<file path="src/rtl/mul_arb_pkg.sv">
// Shared definitions for the shared-multiplier arbiter: slot states and the
// operand/product widths of the 8x8 signed multiplier.
package mul_arb_pkg;

    localparam int OP_W   = 8;
    localparam int PROD_W = 16;

    typedef enum logic [1:0] {
        SLOT_EMPTY    = 2'd0,
        SLOT_INFLIGHT = 2'd1,
        SLOT_FULL     = 2'd2
    } slot_state_e;

endpackage

</file>
<file path="src/rtl/mul_arb_rr.sv">
// Combinational round-robin picker. i_ptr names the requester holding top
// priority; the search walks upward from it and wraps. o_ptr_nxt is the index
// after the winner, or i_ptr unchanged when nothing is eligible.
module mul_arb_rr #(
    parameter int NREQ = 4,
    parameter int PW   = (NREQ > 1) ? $clog2(NREQ) : 1
) (
    input  logic [NREQ-1:0] i_eligible,
    input  logic [PW-1:0]   i_ptr,
    output logic [NREQ-1:0] o_grant,
    output logic [PW-1:0]   o_ptr_nxt
);

    logic          w_found;
    logic [PW:0]   w_sum;
    logic [PW-1:0] w_sel;

    // Rotating first-eligible search starting at the priority pointer.
    always_comb begin
        o_grant   = '0;
        o_ptr_nxt = i_ptr;
        w_found   = 1'b0;
        w_sum     = '0;
        w_sel     = '0;
        for (int k = 0; k < NREQ; k++) begin
            w_sum = {1'b0, i_ptr} + (PW+1)'(k);
            if (w_sum >= (PW+1)'(NREQ))
                w_sum = w_sum - (PW+1)'(NREQ);
            w_sel = w_sum[PW-1:0];
            if (!w_found && i_eligible[w_sel]) begin
                w_found        = 1'b1;
                o_grant[w_sel] = 1'b1;
                o_ptr_nxt      = (w_sel == PW'(NREQ - 1)) ? '0 : w_sel + PW'(1);
            end
        end
    end

endmodule

</file>
<file path="src/rtl/mul_share_arb.sv">
// mul_share_arb: NREQ requesters share one registered 8x8 signed approximate
// multiplier. One grant per cycle, round-robin; each requester owns a single
// result slot. Optional error statistics against an exact product are built
// when MUL_ARB_ERRSTAT_EN is defined (adds outputs err_acc / err_cnt).
//
// slot state     | meaning
// SLOT_EMPTY     | no result held, requester may issue
// SLOT_INFLIGHT  | operands issued, product arrives next cycle
// SLOT_FULL      | rsp_data valid, held until rsp_ready
module mul_share_arb
    import mul_arb_pkg::*;
#(
    parameter int NREQ       = 4,
    parameter int RR_EN_INIT = 0
) (
    input  logic                     clk,
    input  logic                     rst,
    input  logic [NREQ-1:0]          req_valid,
    output logic [NREQ-1:0]          req_ready,
    input  logic [NREQ*OP_W-1:0]     req_a,
    input  logic [NREQ*OP_W-1:0]     req_b,
    output logic [OP_W-1:0]          mul_a,
    output logic [OP_W-1:0]          mul_b,
    input  logic [PROD_W-1:0]        mul_o,
    output logic [NREQ-1:0]          rsp_valid,
    input  logic [NREQ-1:0]          rsp_ready,
    output logic [NREQ*PROD_W-1:0]   rsp_data
`ifdef MUL_ARB_ERRSTAT_EN
    ,
    output logic [31:0]              err_acc,
    output logic [15:0]              err_cnt
`endif
);

    localparam int PW = (NREQ > 1) ? $clog2(NREQ) : 1;

    slot_state_e            r_state [0:NREQ-1];
    logic                   r_tag_vld;
    logic [PW-1:0]          r_tag_idx;
    logic [PW-1:0]          r_ptr;
    logic [NREQ*PROD_W-1:0] r_rsp_data;

    logic [NREQ-1:0]        w_elig;
    logic [NREQ-1:0]        w_grant;
    logic [PW-1:0]          w_ptr_nxt;
    logic [PW-1:0]          w_win_idx;
    logic                   w_any;

    // A slot can take new operands when empty, or when full and its result
    // leaves this same cycle. Reset masks all grants.
    always_comb begin
        w_elig = '0;
        for (int i = 0; i < NREQ; i++)
            w_elig[i] = rst && req_valid[i] &&
                        ((r_state[i] == SLOT_EMPTY) ||
                         ((r_state[i] == SLOT_FULL) && rsp_ready[i]));
    end

    mul_arb_rr #(
        .NREQ (NREQ),
        .PW   (PW)
    ) u_rr (
        .i_eligible (w_elig),
        .i_ptr      (r_ptr),
        .o_grant    (w_grant),
        .o_ptr_nxt  (w_ptr_nxt)
    );

    assign w_any     = |w_grant;
    assign req_ready = w_grant;
    assign rsp_data  = r_rsp_data;

    // Steer the winner's operands to the multiplier; zero when idle.
    always_comb begin
        w_win_idx = '0;
        mul_a     = '0;
        mul_b     = '0;
        for (int i = 0; i < NREQ; i++) begin
            if (w_grant[i]) begin
                w_win_idx = PW'(i);
                mul_a     = req_a[i*OP_W +: OP_W];
                mul_b     = req_b[i*OP_W +: OP_W];
            end
        end
    end

    // Result-valid follows the FULL state, forced low during reset.
    always_comb begin
        rsp_valid = '0;
        for (int i = 0; i < NREQ; i++)
            rsp_valid[i] = rst && (r_state[i] == SLOT_FULL);
    end

    // Slot states, in-flight tag and round-robin pointer.
    always_ff @(posedge clk) begin
        if (!rst) begin
            for (int i = 0; i < NREQ; i++)
                r_state[i] <= SLOT_EMPTY;
            r_tag_vld <= 1'b0;
            r_tag_idx <= '0;
            r_ptr     <= PW'(RR_EN_INIT);
        end else begin
            r_tag_vld <= w_any;
            r_tag_idx <= w_win_idx;
            if (w_any)
                r_ptr <= w_ptr_nxt;
            for (int i = 0; i < NREQ; i++) begin
                if (w_grant[i])
                    r_state[i] <= SLOT_INFLIGHT;
                else if (r_tag_vld && (r_tag_idx == PW'(i)))
                    r_state[i] <= SLOT_FULL;
                else if ((r_state[i] == SLOT_FULL) && rsp_ready[i])
                    r_state[i] <= SLOT_EMPTY;
            end
        end
    end

    // Capture the returning product into the slot named by the tag.
    always_ff @(posedge clk) begin
        if (!rst) begin
            r_rsp_data <= '0;
        end else begin
            for (int i = 0; i < NREQ; i++)
                if (r_tag_vld && (r_tag_idx == PW'(i)))
                    r_rsp_data[i*PROD_W +: PROD_W] <= mul_o;
        end
    end

`ifdef MUL_ARB_ERRSTAT_EN
    logic signed [PROD_W-1:0] r_exact;
    logic [31:0]              r_err_acc;
    logic [15:0]              r_err_cnt;
    logic signed [PROD_W+1:0] w_diff;
    logic [PROD_W:0]          w_abs;
    logic [32:0]              w_acc_sum;

    // Exact product delayed one cycle so it lines up with mul_o.
    always_ff @(posedge clk) begin
        if (!rst)
            r_exact <= '0;
        else
            r_exact <= $signed(mul_a) * $signed(mul_b);
    end

    // Absolute error; 18 bits covers exact minus any 16-bit mul_o.
    always_comb begin
        w_diff    = (PROD_W+2)'(r_exact) - (PROD_W+2)'($signed(mul_o));
        w_abs     = w_diff[PROD_W+1] ? (PROD_W+1)'(-w_diff) : (PROD_W+1)'(w_diff);
        w_acc_sum = {1'b0, r_err_acc} + {16'd0, w_abs};
    end

    // Saturating accumulation, only for products the tag marks as live.
    always_ff @(posedge clk) begin
        if (!rst) begin
            r_err_acc <= '0;
            r_err_cnt <= '0;
        end else if (r_tag_vld) begin
            r_err_acc <= w_acc_sum[32] ? 32'hFFFF_FFFF : w_acc_sum[31:0];
            if (r_err_cnt != 16'hFFFF)
                r_err_cnt <= r_err_cnt + 16'd1;
        end
    end

    assign err_acc = r_err_acc;
    assign err_cnt = r_err_cnt;
`endif

endmodule

</file>
<file path="config.mk">
export PLATFORM = sky130hd
export DESIGN_NAME = mul_share_arb
export DESIGN_NICKNAME = d
export VERILOG_FILES = /design/src/rtl/mul_arb_pkg.sv /design/src/rtl/mul_arb_rr.sv /design/src/rtl/mul_share_arb.sv
export SDC_FILE = /design/constraint.sdc
export NUM_CORES = 1
export LEC_CHECK = 0
export ABC_AREA = 0
export BUFFER_PORTS_ARGS = -buffer_cell sky130_fd_sc_hd__buf_2
export CAP_MARGIN = 0
export CORE_ASPECT_RATIO = 1.5
export CORE_MARGIN = 5
export CORE_UTILIZATION = 47
export DETAILED_ROUTE_END_ITERATION = 7
export GPL_TIMING_DRIVEN = 0
export PLACE_DENSITY_LB_ADDON = 0.12
export SLEW_MARGIN = 10
export SYNTH_ARGS = -nofsm -noshare
export SYNTH_HDL_FRONTEND = slang
export SYNTH_SLANG_ARGS = --single-unit
export TNS_END_PERCENT = 50
</file>
<file path="constraint.sdc">
create_clock -name clk -period 3.7 [get_ports clk]
set_input_delay 0.185 -clock clk [delete_from_list [all_inputs] [get_ports clk]]
set_output_delay 0.185 -clock clk [all_outputs]
set_load 0.01 [all_outputs]
</file>
==> summary.txt, run 1 <==
STA
  • RSZ-0062 raised after global routing: no
  • Setup tns final: 0 ps
  • Slew margin rel.: 34.7%
  • Setup Skew: 5.02 ps
  • Worst-Margin Slew: 977 ps
  • Tcrit/Tclk final: 95.9%
  • Fmax: 0.282 GHz
  • Final WS setup: 153 ps
  • Max Transition Viols Final: 0
  • Final hold vios: 0
  • Endpoints failing setup: 0
  • Minimum clock period after layout: 3550 ps

Drt
  • Via density: 5.33
  • DRT Wirelength: 12600 µm
  • Post-DRT Antenna Nets: 0
  • DR pass1 iterations: 4
  • Routed via count: 4038
  • Post-route DRC: 0
  • 1st-iter DRT viols: 144
  • Wire per inst: 16.6 µm

Yosys
  • Synth top area share: 36.3%
  • Post-synthesis cell type count: 51
  • Avg Inst Size Synth: 8.43 µm²
  • Yosys reg bits: 77
  • Count leader, synth: nand2_1
  • Warning count from the yosys run: 0
  • Yosys top cell by area: dfxtp_1
  • Gate count of the mapped netlist: 452
  • Post-synth EDFFs: 8
  • Ys async rst share: 0%
  • Sequential area share after synthesis: 42.6%
  • Post-synth top cells: 135 x nand2_1, 69 x dfxtp_1, 65 x a21oi_1
  • Ys flop type: dfxtp_1
  • Mapped Nets: 548
  • Synth top area cells: dfxtp_1 36%, nand2_1 13%, a21oi_1 8.5%, edfxtp_1 6.3%, a22oi_1 5.1%
  • Area of the mapped netlist: 3810 µm²

Status
  • Status: finished, final reports clean

Critical path
  • Setup crit end kind: output pin
  • Crit path max-delay family: buffers and inverters
  • Req. time, crit path: 3510 ps
  • Most common cell on crit path: buf_4
  • Critical path's largest stage delay: 380 ps
  • Critical path cell sequence: buf_4, clkinvlp_4, ha_2, inv_1, mux4_2, a2111oi_4, buf_6, and2_4, a211oi_4, buf_4, clkinv_8, nor2_8, buf_8, a22oi_2, o21ai_2, buf_2
  • Crit path DAT: 3360 ps
  • WP buf/inv: 8
  • CP Launch Type: flop
  • Crit Path Category: flop to output pin
  • Worst-path fanout max: 10
  • CP max stage cell: dfxtp_1

Finish
  • Filler cells: 736
  • Antenna cells: 0
  • Layout net count: 744
  • Share of cells above drive strength 1: 38.7%
  • Area delta synth->final: 38.9%

Job
  • Maxcap violations: 0

Floorplanning
  • Die ar.: 10000 µm²
  • Initial core utilization: 47.9%
  • Die Wd: 83.5 µm
  • Row cnt: 40
  • Core ar.: 7960 µm²
  • # IOs: 178
  • Die Span Y: 120 µm

Global route
  • Pin count of the biggest net entering global routing: 14
  • First-pass GRT wire length: 20100 µm
  • Overall Global Routing Usage: 24.6%
  • Initial antenna violation count: 0
  • Vias in the first global route: 4041
  • GR Overflow Total: 0

Clock network
  • CTS clk-pin slew, worst paths: 60 ps
  • Clk root buf: clkbuf_16
  • H-tree depth: 3
  • Inserted Clock Buffers: 9
  • Worst-Skew Late Latency: 330 ps
  • CTS tree: yes
  • Clock buffer depth: 2
  • Cts hold-fix bufs: 0
  • # clock sinks: 77

Placement
  • Detail Placement HPWL: 9720 µm
  • DP Worst Slack: 72.1 ps
  • GPL Wtd Cong: 0.953
  • IO buf count: 177

Hold path
  • Type of the worst min-delay path: input pin to flop

Power
  • Max IR drop VDD: 0.467 mV
  • Leak: 2.35 nW
  • Cell Pwr Density: 780 nW/µm²
-- tightest hold or removal path: stages --
cell,delay [ps]
buf_2,120
nand2_1,50
a21oi_1,50
-- layout by cell type (no fill, tap or decap), types with 3 or more instances in the layout --
master / synthesis / final
a2111o_1: 3 / 3
a21oi_1: 65 / 65
a22oi_1: 26 / 26
a22oi_2: 10 / 10
buf_2: 3 / 179
buf_4: 2 / 9
buf_6: 2 / 3
clkbuf_1: 21 / 21
clkbuf_16: 0 / 10
dfxtp_1: 69 / 68
edfxtp_1: 8 / 8
ha_1: 6 / 5
inv_1: 13 / 12
mux2i_1: 3 / 3
nand2_1: 135 / 135
nand3_1: 5 / 5
nand3b_1: 4 / 4
nor2_1: 6 / 6
nor2b_1: 3 / 3
nor3_1: 7 / 7
nor3b_1: 4 / 4
o21ai_1: 9 / 9
o21ai_2: 11 / 12
-- repair_timing --
action | CTS | global route
pin swaps | 2 | 3
endpoints found under the setup margin | 16 | 12
buffers inserted | 7 | 1
gates cloned | 0 | 0
gates resized for setup | 6 | 8
-- report_power, final --
group          internal [mW]  switching, mW  total (mW)
sequential              1.02         0.0922        1.11
clock                  0.669          0.327       0.996
combinational          0.835           1.19        2.02
total                   2.52           1.61        4.13
-- sequential cells by signal (all words and copies together), names as in the netlist --
register	count
r_ptr	2
r_state	8
r_tag_vld	1
r_tag_idx	2
rsp_data	64
-- per-stage QoR --
| stage | area [µm²] | util, % | hold WS, ps | power, mW | cells |
|---|---|---|---|---|---|
| floorplan | 3810 | - | 321 | 2.41 | 452 |
| global placement | 4830 | 60.6 | 439 | 3.00 | 734 |
| detailed placement | 4830 | 60.6 | 445 | 3.03 | 734 |
| CTS | 5270 | 66.2 | 121 | 4.12 | 757 |
| global route | 5290 | 66.5 | 127 | 4.37 | 758 |
| finish | 5290 | 66.5 | 127 | 4.13 | 758 |
-- layout make-up --
| cell class | instances | area, µm² | share of cell area [%] |
|---|---|---|---|
| Timing Repair Buffer | 185 | 950 | 17.9 |
| Tap cell | 105 | 131 | 2.48 |
| Multi-Input combinational cell | 333 | 2020 | 38.2 |
| Clock inverter | 4 | 76.3 | 1.44 |
| Buffer | 28 | 141 | 2.67 |
| Inverter | 14 | 68.8 | 1.30 |
| Sequential cell | 77 | 1620 | 30.7 |
| Clock buffer | 12 | 278 | 5.25 |
-- layer usage --
layer | vias to the layer above | wire length (µm) | global-route usage (%)
li1 | 1970 | - | -
met1 | 1883 | 4690 | 26.2
met2 | 154 | 6690 | 46.4
met3 | 31 | 817 | 5.79
met4 | 0 | 386 | 9.56
met5 | - | 0 | 0
-- cell families (layout without fill, tap and decap cells) --
logic type	Yosys count	in the layout	share of synthesized area [%]
xor gates and xnor gates	1	1	0.230
buffers and inverters	42	243	5.16
muxes	5	5	1.97
DFF	77	77	42.6
and+or+nand+nor	183	183	22.2
AOI/OAI and AO/OA	138	138	25.9
adders and majority gates	6	6	1.97
-- worst paths after layout --
| path | slack [ps] | endpoint | cells after the start | from |
|---|---|---|---|---|
| setup reg to reg | 650 | r_ptr[0]$_SDFFE_PN0P_ | 14 | r_ptr[0]$_SDFFE_PN0P_ |
| hold reg to reg | 450 | rsp_data[20]$_SDFFE_PN0P_ | 2 | rsp_data[20]$_SDFFE_PN0P_ |
| hold / removal | 130 | rsp_data[30]$_SDFFE_PN0P_ | 3 | mul_o[14] |
| setup / recovery | 150 | mul_a[5] | 16 | r_ptr[0]$_SDFFE_PN0P_ |
No activity file was read; power rests on OpenSTA's default activity.
==> run 2: changes to the inputs <==
--- a/config.mk
+++ b/config.mk
@@ -14,6 +14,7 @@
 export DETAILED_ROUTE_END_ITERATION = 7
 export GPL_TIMING_DRIVEN = 0
 export PLACE_DENSITY_LB_ADDON = 0.12
+export REMOVE_ABC_BUFFERS = 1
 export SLEW_MARGIN = 10
 export SYNTH_ARGS = -nofsm -noshare
 export SYNTH_HDL_FRONTEND = slang
==> run 2 against run 1 <==
Against the previous run:
- combinational power about the same
- highest routed layer unchanged
- register-to-register slack worse by 80 ps
- die area unchanged
- worst hold slack about the same
- fmax up 0.51%
==> summary.txt, run 2 (synthesis gave the netlist of run 1 again) <==
Status
  • Status: finished, final reports clean

STA
  • Setup Skew: 5.85 ps (+0.829 ps)
  • Tcrit/Tclk final: 95.4% (-0.48 points)
  • Fmax: 0.283 GHz (+0.51%)
  • Endpoints failing setup: 0 (unchanged)
  • Max Transition Viols Final: 0 (unchanged)
  • RSZ-0062 raised after global routing: no
  • Final WS setup: 171 ps (+17.9 ps)
  • Final hold vios: 0 (unchanged)
  • Slew margin rel.: 42.4% (+7.7 points)
  • Minimum clock period after layout: 3530 ps (-17.9 ps)
  • Worst-Margin Slew: 863 ps (-114 ps)

Critical path
  • Crit Path Category: flop to output pin
  • R2R setup slack: 570 ps (-80 ps)
  • Crit path DAT: 3340 ps (-20 ps)
  • Worst-path fanout max: 19 (+9)
  • Setup crit end kind: output pin
  • CP Launch Type: flop
  • Req. time, crit path: 3510 ps (about the same)

Drt
  • Wire per inst: 16.5 µm (-0.73%)
  • Routed via count: 3925 (-2.8%)
  • DR pass1 iterations: 4 (unchanged)
  • Post-DRT Antenna Nets: 0 (unchanged)
  • 1st-iter DRT viols: 176 (+22%)
  • Via density: 5.34 (+0.24%)
  • Post-route DRC: 0 (unchanged)
  • DRT Wirelength: 12100 µm (-3.7%)

Floorplanning
  • Initial core utilization: 47.9% (unchanged)
  • Die Wd: 83.5 µm (unchanged)
  • Core ar.: 7960 µm² (unchanged)
  • # IOs: 178 (unchanged)
  • Die ar.: 10000 µm² (unchanged)
  • Row cnt: 40 (unchanged)
  • Die Span Y: 120 µm (unchanged)

Finish
  • Area delta synth->final: 37.8%
  • Layout net count: 722 (-3.0%)
  • Share of cells above drive strength 1: 40.2% (+1.4 points)
  • Most common cell after layout, fill and taps aside: buf_2
  • Most frequent cells in the layout: 177 x buf_2, 135 x nand2_1, 67 x dfxtp_1
  • Post-layout util: 66.0% (-0.53 points)
  • Largest register FFs: 64 (unchanged)
  • Finished Layout Cells: 735 (-3.0%)
  • Filler cells: 683 (-7.2%)
  • Antenna cells: 0 (unchanged)

Placement
  • Dpl cells: 708 (-3.5%)
  • Detail Placement HPWL: 8640 µm (-11%)
  • GPL Wtd Cong: 0.942 (-1.2%)
  • IO buf count: 177 (unchanged)
  • DP Worst Slack: -93.4 ps (-166 ps)

Clock network
  • Clock buffer depth: 2 (unchanged)
  • Inserted Clock Buffers: 9 (unchanged)
  • Worst-Skew Late Latency: 330 ps (about the same)
  • CTS tree: yes
  • H-tree depth: 3 (unchanged)
  • Clk root buf: clkbuf_16
  • # clock sinks: 77 (unchanged)
  • CTS clk-pin slew, worst paths: 60 ps (about the same)

Global route
  • Pin count of the biggest net entering global routing: 44 (+30)
  • First-pass GRT wire length: 19500 µm (-3.0%)
  • Overall Global Routing Usage: 23.7% (-0.88 points)
  • GR Overflow Total: 0 (unchanged)
  • Vias in the first global route: 3977 (-1.6%)
  • Initial antenna violation count: 0 (unchanged)

Power
  • Overall power: 4.11 mW (-0.36%)
  • Clock network power share: 23.7% (-0.4 points)
  • Leak: 2.33 nW (-0.73%)
  • Combinational power share: 48.9% (about the same)
  • Sw power: 1.60 mW (-0.40%)
  • Cell Pwr Density: 784 nW/µm² (+0.45%)
  • Cell-internal power: 2.51 mW (-0.33%)
  • Seq pwr share: 27.4% (+0.5 points)
  • Sw frac: 38.9% (about the same)
  • Max IR drop VDD: 0.416 mV (-11%)

Hold path
  • Type of the worst min-delay path: input pin to flop

Job
  • Maxcap violations: 0 (unchanged)
run 2: cell type report:
cell class	count	area (µm²)	share of cell area, %
Multi-Input combinational cell	334	2050	39.1
Clock buffer	12	278	5.29
Timing Repair Buffer	190	1030	19.6
Sequential cell	77	1630	31.0
Tap cell	105	131	2.50
Clock inverter	3	65.1	1.24
Inverter	14	68.8	1.31
run 2: critical path, cell delays in order (launching register included):
cell	delay, ps
dfxtp_2	430
inv_1	140
ha_2	400
inv_1	80
mux4_2	350
a2111oi_4	350
buf_6	200
and2_4	180
a211oi_4	40
buf_4	180
clkinv_8	110
nor2_8	90
a22oi_1	220
o21ai_1	100
buf_2	150
run 2: worst paths after layout:
kind                                             endpoint                 startpoint  cells past startpoint
worst min-delay path            rsp_data[21]$_SDFFE_PN0P_                   mul_o[5]                      3
worst max-delay path                             mul_b[7]      r_ptr[1]$_SDFFE_PN0P_                     14
worst min register to register  rsp_data[27]$_SDFFE_PN0P_  rsp_data[27]$_SDFFE_PN0P_                      2
worst max register to register      r_ptr[0]$_SDFFE_PN0P_      r_ptr[1]$_SDFFE_PN0P_                     14
run 2: routing by layer:
layer  up-vias  part of all wire [%]  track usage, %  wire [µm]
li1       1929                     -               -          -
met1      1796                    37            25.4       4480
met2       167                    52            42.8       6310
met3        33                   7.1            6.54        865
met4         0                   3.8            11.5        454
met5         -                     0               0          0
run 2: timing repair:
item | 4_1_cts | 5_1_grt
cloned | 0 | 1
gates resized for setup | 4 | 7
endpoints found under the setup margin | 17 | 16
pin swaps | 3 | 0
hold endpoints to repair | 0 | 0
setup buffers | 8 | 3
hold buffers | 0 | 0
run 2: stage by stage:
step           hold slack [ps]  TNS [ps]  cell area (µm²)
2_1_floorplan              321         0             3680
3_3_place_gp               439      -203             4690
3_5_place_dp               443     -1110             4730
4_1_cts                    117         0             5180
5_1_grt                    130         0             5250
6_report                   127         0             5250
run 2: power groups by stage:
stage | clock network [mW] | registers [mW] | logic, mW
2_1_floorplan | 0 | 1.16 | 1.16
3_3_place_gp | 0 | 1.13 | 1.78
3_5_place_dp | 0 | 1.14 | 1.83
4_1_cts | 0.993 | 1.12 | 1.96
5_1_grt | 1.04 | 1.15 | 2.19
6_report | 0.975 | 1.13 | 2.01
